### config.mk
export PLATFORM = sky130hd
export DESIGN_NAME = comp_2bit_tester
export DESIGN_NICKNAME = d
export VERILOG_FILES = /design/src/rtl/comp_2bit_tester.sv
export SDC_FILE = /design/constraint.sdc
export NUM_CORES = 1
export LEC_CHECK = 0
export ABC_CLOCK_PERIOD_IN_PS = 3000
export CORE_AREA = 4 4 60 83
export CTS_CLUSTER_DIAMETER = 60
export DETAILED_ROUTE_END_ITERATION = 12
export DIE_AREA = 0 0 64 87
export PLACE_DENSITY = 0.57
export SETUP_SLACK_MARGIN = 0.3
export SLEW_MARGIN = 0
export SYNTH_ARGS = -nofsm -noshare
export SYNTH_HDL_FRONTEND = slang
export SYNTH_SLANG_ARGS = --single-unit
### constraint.sdc
create_clock -name i_clk -period 3 [get_ports i_clk]
set_clock_uncertainty 0.2 [all_clocks]
set_input_delay 0.6 -clock i_clk [delete_from_list [all_inputs] [get_ports i_clk]]
set_output_delay 0.6 -clock i_clk [all_outputs]
set_load 0.05 [all_outputs]
### src/rtl/comp_2bit_tester.sv
// comp_2bit_tester
// Self-test sequencer for an external 2-bit magnitude comparator. On start it
// applies all 16 {a,b} operand pairs in order. Each pair is held for a settle
// window, the returned l/e/g flags are checked, and the sequencer reports
// pass/fail, a mismatch count and the first failing vector.
module comp_2bit_tester #(
    // Cycles each vector is held before its flags are sampled. Legal: 1..15.
    parameter int unsigned SETTLE_CYCLES = 2
) (
    input  logic       i_clk,
    input  logic       i_rst,
    input  logic       i_start,
    output logic [1:0] o_a_out,
    output logic [1:0] o_b_out,
    input  logic       i_l_in,
    input  logic       i_e_in,
    input  logic       i_g_in,
    output logic       o_busy,
    output logic       o_done,
    output logic       o_pass,
    output logic [4:0] o_err_count,
    output logic       o_fail_valid,
    output logic [1:0] o_fail_a,
    output logic [1:0] o_fail_b,
    output logic [2:0] o_fail_lge
);

    typedef enum logic [1:0] {
        ST_IDLE   = 2'd0,
        ST_SETTLE = 2'd1,
        ST_CHECK  = 2'd2,
        ST_DONE   = 2'd3
    } state_t;

    localparam logic [3:0] SETTLE_LAST = 4'(SETTLE_CYCLES - 1);

    state_t     r_state;
    state_t     w_next_state;

    // The operands are taken straight from the vector index, so they are
    // registered and change only when the index does.
    logic [3:0] r_idx;
    logic [3:0] r_cnt;

    logic       r_pass;
    logic [4:0] r_err_count;
    logic       r_fail_valid;
    logic [1:0] r_fail_a;
    logic [1:0] r_fail_b;
    logic [2:0] r_fail_lge;

    logic [2:0] w_expected;
    logic [2:0] w_observed;
    logic       w_mismatch;
    logic       w_settle_last;
    logic       w_last_vec;

    // Expected relation of the current vector, packed as {l, e, g}.
    assign w_expected    = {(r_idx[3:2] <  r_idx[1:0]),
                            (r_idx[3:2] == r_idx[1:0]),
                            (r_idx[3:2] >  r_idx[1:0])};
    assign w_observed    = {i_l_in, i_e_in, i_g_in};
    // Any bit difference counts, so illegal flag patterns always mismatch.
    assign w_mismatch    = (w_observed != w_expected);
    assign w_settle_last = (r_cnt == SETTLE_LAST);
    assign w_last_vec    = (r_idx == 4'd15);

    assign o_a_out      = r_idx[3:2];
    assign o_b_out      = r_idx[1:0];
    assign o_pass       = r_pass;
    assign o_err_count  = r_err_count;
    assign o_fail_valid = r_fail_valid;
    assign o_fail_a     = r_fail_a;
    assign o_fail_b     = r_fail_b;
    assign o_fail_lge   = r_fail_lge;

    // State register: synchronous reset back to IDLE.
    always_ff @(posedge i_clk) begin
        // NOTE: sequential state uses non-blocking assignments so every
        // register samples pre-edge values regardless of statement order.
        if (i_rst) begin
            r_state <= ST_IDLE;
        end else begin
            r_state <= w_next_state;
        end
    end

    // Next-state logic: run through SETTLE/CHECK for each vector, then DONE.
    always_comb begin
        // NOTE: default assignment first, so no path leaves the signal
        // unassigned and no latch is inferred.
        w_next_state = r_state;
        case (r_state)
            ST_IDLE:   if (i_start)      w_next_state = ST_SETTLE;
            ST_SETTLE: if (w_settle_last) w_next_state = ST_CHECK;
            ST_CHECK:  w_next_state = w_last_vec ? ST_DONE : ST_SETTLE;
            ST_DONE:   w_next_state = ST_IDLE;
            default:   w_next_state = ST_IDLE;
        endcase
    end

    // Output decode: busy while vectors are applied, done for the single DONE cycle.
    always_comb begin
        o_busy = 1'b0;
        o_done = 1'b0;
        case (r_state)
            ST_SETTLE: o_busy = 1'b1;
            ST_CHECK:  o_busy = 1'b1;
            ST_DONE:   o_done = 1'b1;
            default:   ;
        endcase
    end

    // Datapath: vector index, settle counter and result capture.
    always_ff @(posedge i_clk) begin
        // NOTE: every register, results included, has an explicit reset
        // value so an aborted run leaves nothing stale behind.
        if (i_rst) begin
            r_idx        <= 4'd0;
            r_cnt        <= 4'd0;
            r_pass       <= 1'b0;
            r_err_count  <= 5'd0;
            r_fail_valid <= 1'b0;
            r_fail_a     <= 2'd0;
            r_fail_b     <= 2'd0;
            r_fail_lge   <= 3'd0;
        end else begin
            case (r_state)
                ST_IDLE: begin
                    // Results are held here until a new run is accepted.
                    if (i_start) begin
                        r_idx        <= 4'd0;
                        r_cnt        <= 4'd0;
                        r_pass       <= 1'b0;
                        r_err_count  <= 5'd0;
                        r_fail_valid <= 1'b0;
                        r_fail_a     <= 2'd0;
                        r_fail_b     <= 2'd0;
                        r_fail_lge   <= 3'd0;
                    end
                end
                ST_SETTLE: begin
                    r_cnt <= w_settle_last ? 4'd0 : r_cnt + 4'd1;
                end
                ST_CHECK: begin
                    // At most 16 mismatches, so 5 bits never wrap.
                    if (w_mismatch) begin
                        r_err_count <= r_err_count + 5'd1;
                        if (!r_fail_valid) begin
                            r_fail_valid <= 1'b1;
                            r_fail_a     <= r_idx[3:2];
                            r_fail_b     <= r_idx[1:0];
                            r_fail_lge   <= w_observed;
                        end
                    end
                    // pass must already be valid in the DONE cycle, so it is
                    // loaded here with the final check folded in.
                    if (w_last_vec) begin
                        r_pass <= (r_err_count == 5'd0) && !w_mismatch;
                    end else begin
                        r_idx <= r_idx + 4'd1;
                    end
                    r_cnt <= 4'd0;
                end
                default: ;
            endcase
        end
    end

endmodule

==> insert_results.sql <==
INSERT INTO impl_metrics (metric_group, metric, value, unit) VALUES
('run_status', 'outcome', 'complete, no violations', ''),
('synthesis', 'yosysSeqAreaShare', '33.4', '%'),
('clock_tree', 'cts_buf_count', '3', ''),
('global_routing', 'grt_remaining_overflow', '0', ''),
('place', 'port_buffers', '25', ''),
('synthesis', 'mappedNetlistNets', '185', ''),
('place', 'detailedPlace.worstSlack', '0.330', 'ns'),
('floorplanning', 'fp.dieArea', '5570', 'um^2'),
('setup_path', 'worst_path_buf_inv', '1', ''),
('setup_path', 'worstPathRequired', '2.20', 'ns'),
('job', 'timing.max_cap.violations', '0', ''),
('place', 'numPlacedInstances', '249', ''),
('timing', 'worst_slew_margin_relative_to_its_limit', '52.5', '%'),
('clock_tree', 'clkTransAtPathRegs', '0.08', 'ns'),
('setup_path', 'worst_setup_path_start_kind', 'flip-flop', ''),
('routing', 'drt-initial-drc-count', '75', ''),
('global_routing', 'grt_first_pass_wirelength', '5590', 'um'),
('synthesis', 'synth_edf_count', '0', ''),
('synthesis', 'simple_gate_area_share_of_the_yosys_netlist', '23.3', '%'),
('floorplanning', 'die_width', '64', 'um'),
('finish', 'finish.utilization', '42.4', '%'),
('setup_path', 'critical_path_arrival', '1.73', 'ns'),
('routing', 'wirelength', '3290', 'um'),
('synthesis', 'synth_adder_area_share', '10.5', '%'),
('synthesis', 'synth_async_sr_flop_share', '0', '%'),
('synthesis', 'post_synth_inst_count', '167', ''),
('routing', 'drt-wirelength-per-cell', '13.0', 'um'),
('finish', 'fin_area', '1800', 'um^2'),
('clock_tree', 'htreeDepth', '1', ''),
('setup_path', 'cpPeakStageDelay', '0.88', 'ns'),
('synthesis', 'synth.yosys.warnings', '0', ''),
('pwr', 'p_sw_share', '43.7', '%'),
('synthesis', 'syn_avg_cell_area', '8.60', 'um^2'),
('synthesis', 'yosysUniqueCellTypes', '43', ''),
('timing', 'tightestPinTransition', '0.706', 'ns'),
('floorplanning', 'initial_core_util', '33.9', '%'),
('finish', 'insertedDiodeCount', '0', ''),
('synthesis', 'synth.area.mux_share', '3.57', '%'),
('pwr', 'pwr-share-clk', '16.2', '%'),
('timing', 'max_freq', '395', 'MHz'),
('floorplanning', 'fp-row-count', '28', ''),
('floorplanning', 'placeableCoreArea', '4240', 'um^2'),
('timing', 'maxSlewViolCount', '0', ''),
('finish', 'layout_common_cells', '24 x clkdlybuf4s50_1, 24 x dfxtp_1, 14 x inv_1, 14 x a21oi_1, 13 x nor2_1', ''),
('clock_tree', 'cts_tree', 'yes', ''),
('synthesis', 'synth_top_area_share', '33.4', '%'),
('pwr', 'internal_power', '654', 'uW'),
('floorplanning', 'top_ports', '26', ''),
('finish', 'area_delta_synth_final', '25.3', '%'),
('synthesis', 'primary_ff_master_synth', 'dfxtp_1', ''),
('global_routing', 'grt_start_max_net_pins', '18', ''),
('pwr', 'power.switching', '507', 'uW'),
('routing', 'ant_nets', '0', ''),
('finish', 'post_route_cells_drive_above_1_share', '7.29', '%'),
('timing', 'final_min_period_over_clock_period', '84.3', '%'),
('synthesis', 'yosysTopAreaCell', 'dfxtp_1', ''),
('place', 'dpl_cell_area', '1760', 'um^2'),
('clock_tree', 'clockRootBuffer', 'clkbuf_8', ''),
('clock_tree', 'hold_buffers', '0', ''),
('timing', 'timing.final.ws_setup', '0.470', 'ns'),
('setup_path', 'cp-end-kind', 'output pin', ''),
('clock_tree', 'clk_latency', '0.26', 'ns'),
('timing', 'setup_repair_after_global_routing_missed_its_margin', 'false', ''),
('setup_path', 'timing_worst_setup_path_type', 'reg2out', ''),
('global_routing', 'initial_antenna_violation_count', '0', ''),
('synthesis', 'synth_top_cells_by_area', 'dfxtp_1 33%, ha_1 10%, a21oi_1 4.9%, nand3_1 3.8%, inv_1 3.7%', ''),
('clock_tree', 'cts_setup_buffers', '0', ''),
('floorplanning', 'die_y', '87', 'um'),
('routing', 'routed-via-count', '1270', ''),
('global_routing', 'groute.usage.overall', '12.2', '%'),
('synthesis', 'synth_top_family_by_area', 'simple AND/OR/NAND/NOR gates', '');
metrics by stage:
| step | hold slack [ns] | total power, uW |
|---|---|---|
| 6_report | 0.272 | 1160 |
| 5_1_grt | 0.314 | 1250 |
| 4_1_cts | 0.272 | 1170 |
| 3_5_place_dp | 0.260 | 988 |
| 3_3_place_gp | 0.261 | 964 |
| 2_1_floorplan | 0.268 | 842 |
per-layer routing:
metal	vias up	global-route usage, %	part of all wire (%)
li1	653	-	-
met3	2	1.81	3.2
met5	-	0	0
met2	23	20.7	48
met4	0	4.52	0.58
met1	592	15.4	48
power groups by stage:
stage                     Combinational (uW)  Sequential (uW)  Clock (uW)
after floorplan                          413              429           0
after global placement                   570              394           0
after detailed placement                 591              397           0
after CTS                                585              389         198
after global routing                     638              396         212
final                                    584              389         188
sequential cells by signal, indices dropped and copies added (netlist names):
register / cells
o_err_count: 5
o_fail_b: 2
r_state: 2
r_cnt: 4
o_fail_a: 2
o_fail_valid: 1
r_idx: 4
o_pass: 1
o_fail_lge: 3
area by class of cell:
type	instances	area, um^2
timing repair buffer	30	287
multi-input combinational	121	863
sequential	24	480
clock buffer	3	41.3
inverter	14	52.6
tap	60	75.1
fill	440	2440
repair_timing:
item / CTS / global route
endpoints found under the setup margin: 1 / 0
resized for setup: 1 / 0
hold endpoints to repair: 0 / 0
worst paths after layout:
check	start	to	slack, ns	cells after the start
min	o_pass	o_pass	0.27	2
max reg2reg	r_idx[1]	o_err_count[4]	0.54	8
min reg2reg	o_pass	o_pass	0.27	2
max	o_fail_valid	o_fail_valid	0.47	1
cells by family (layout without fill, tap and decap cells):
logic type / count (synthesis) / count (layout)
AOI/OAI and AO/OA: 42 / 42
xor gates and xnor gates: 2 / 2
adders and majority gates: 12 / 12
buffers and inverters: 22 / 47
DFF: 24 / 24
muxes: 5 / 5
and+or+nand+nor: 60 / 60
synthesized netlist by cell type, types with 2 or more instances:
cell,number
clkbuf_1,5
dfxtp_1,24
a21oi_1,14
o32ai_1,3
nand3_1,11
a311oi_1,2
a31oi_1,3
nand2b_1,6
inv_1,14
a21o_1,2
mux2i_1,4
ha_1,12
a211oi_1,2
nor3_1,2
nand4b_1,3
nand2_1,7
nor2b_1,3
o21ai_0,2
nand4_1,3
o31ai_1,3
o21a_1,2
buf_2,2
o211a_1,3
or3_1,3
nand3b_1,2
nor2_1,13
Power figures use the tool's default switching activity.
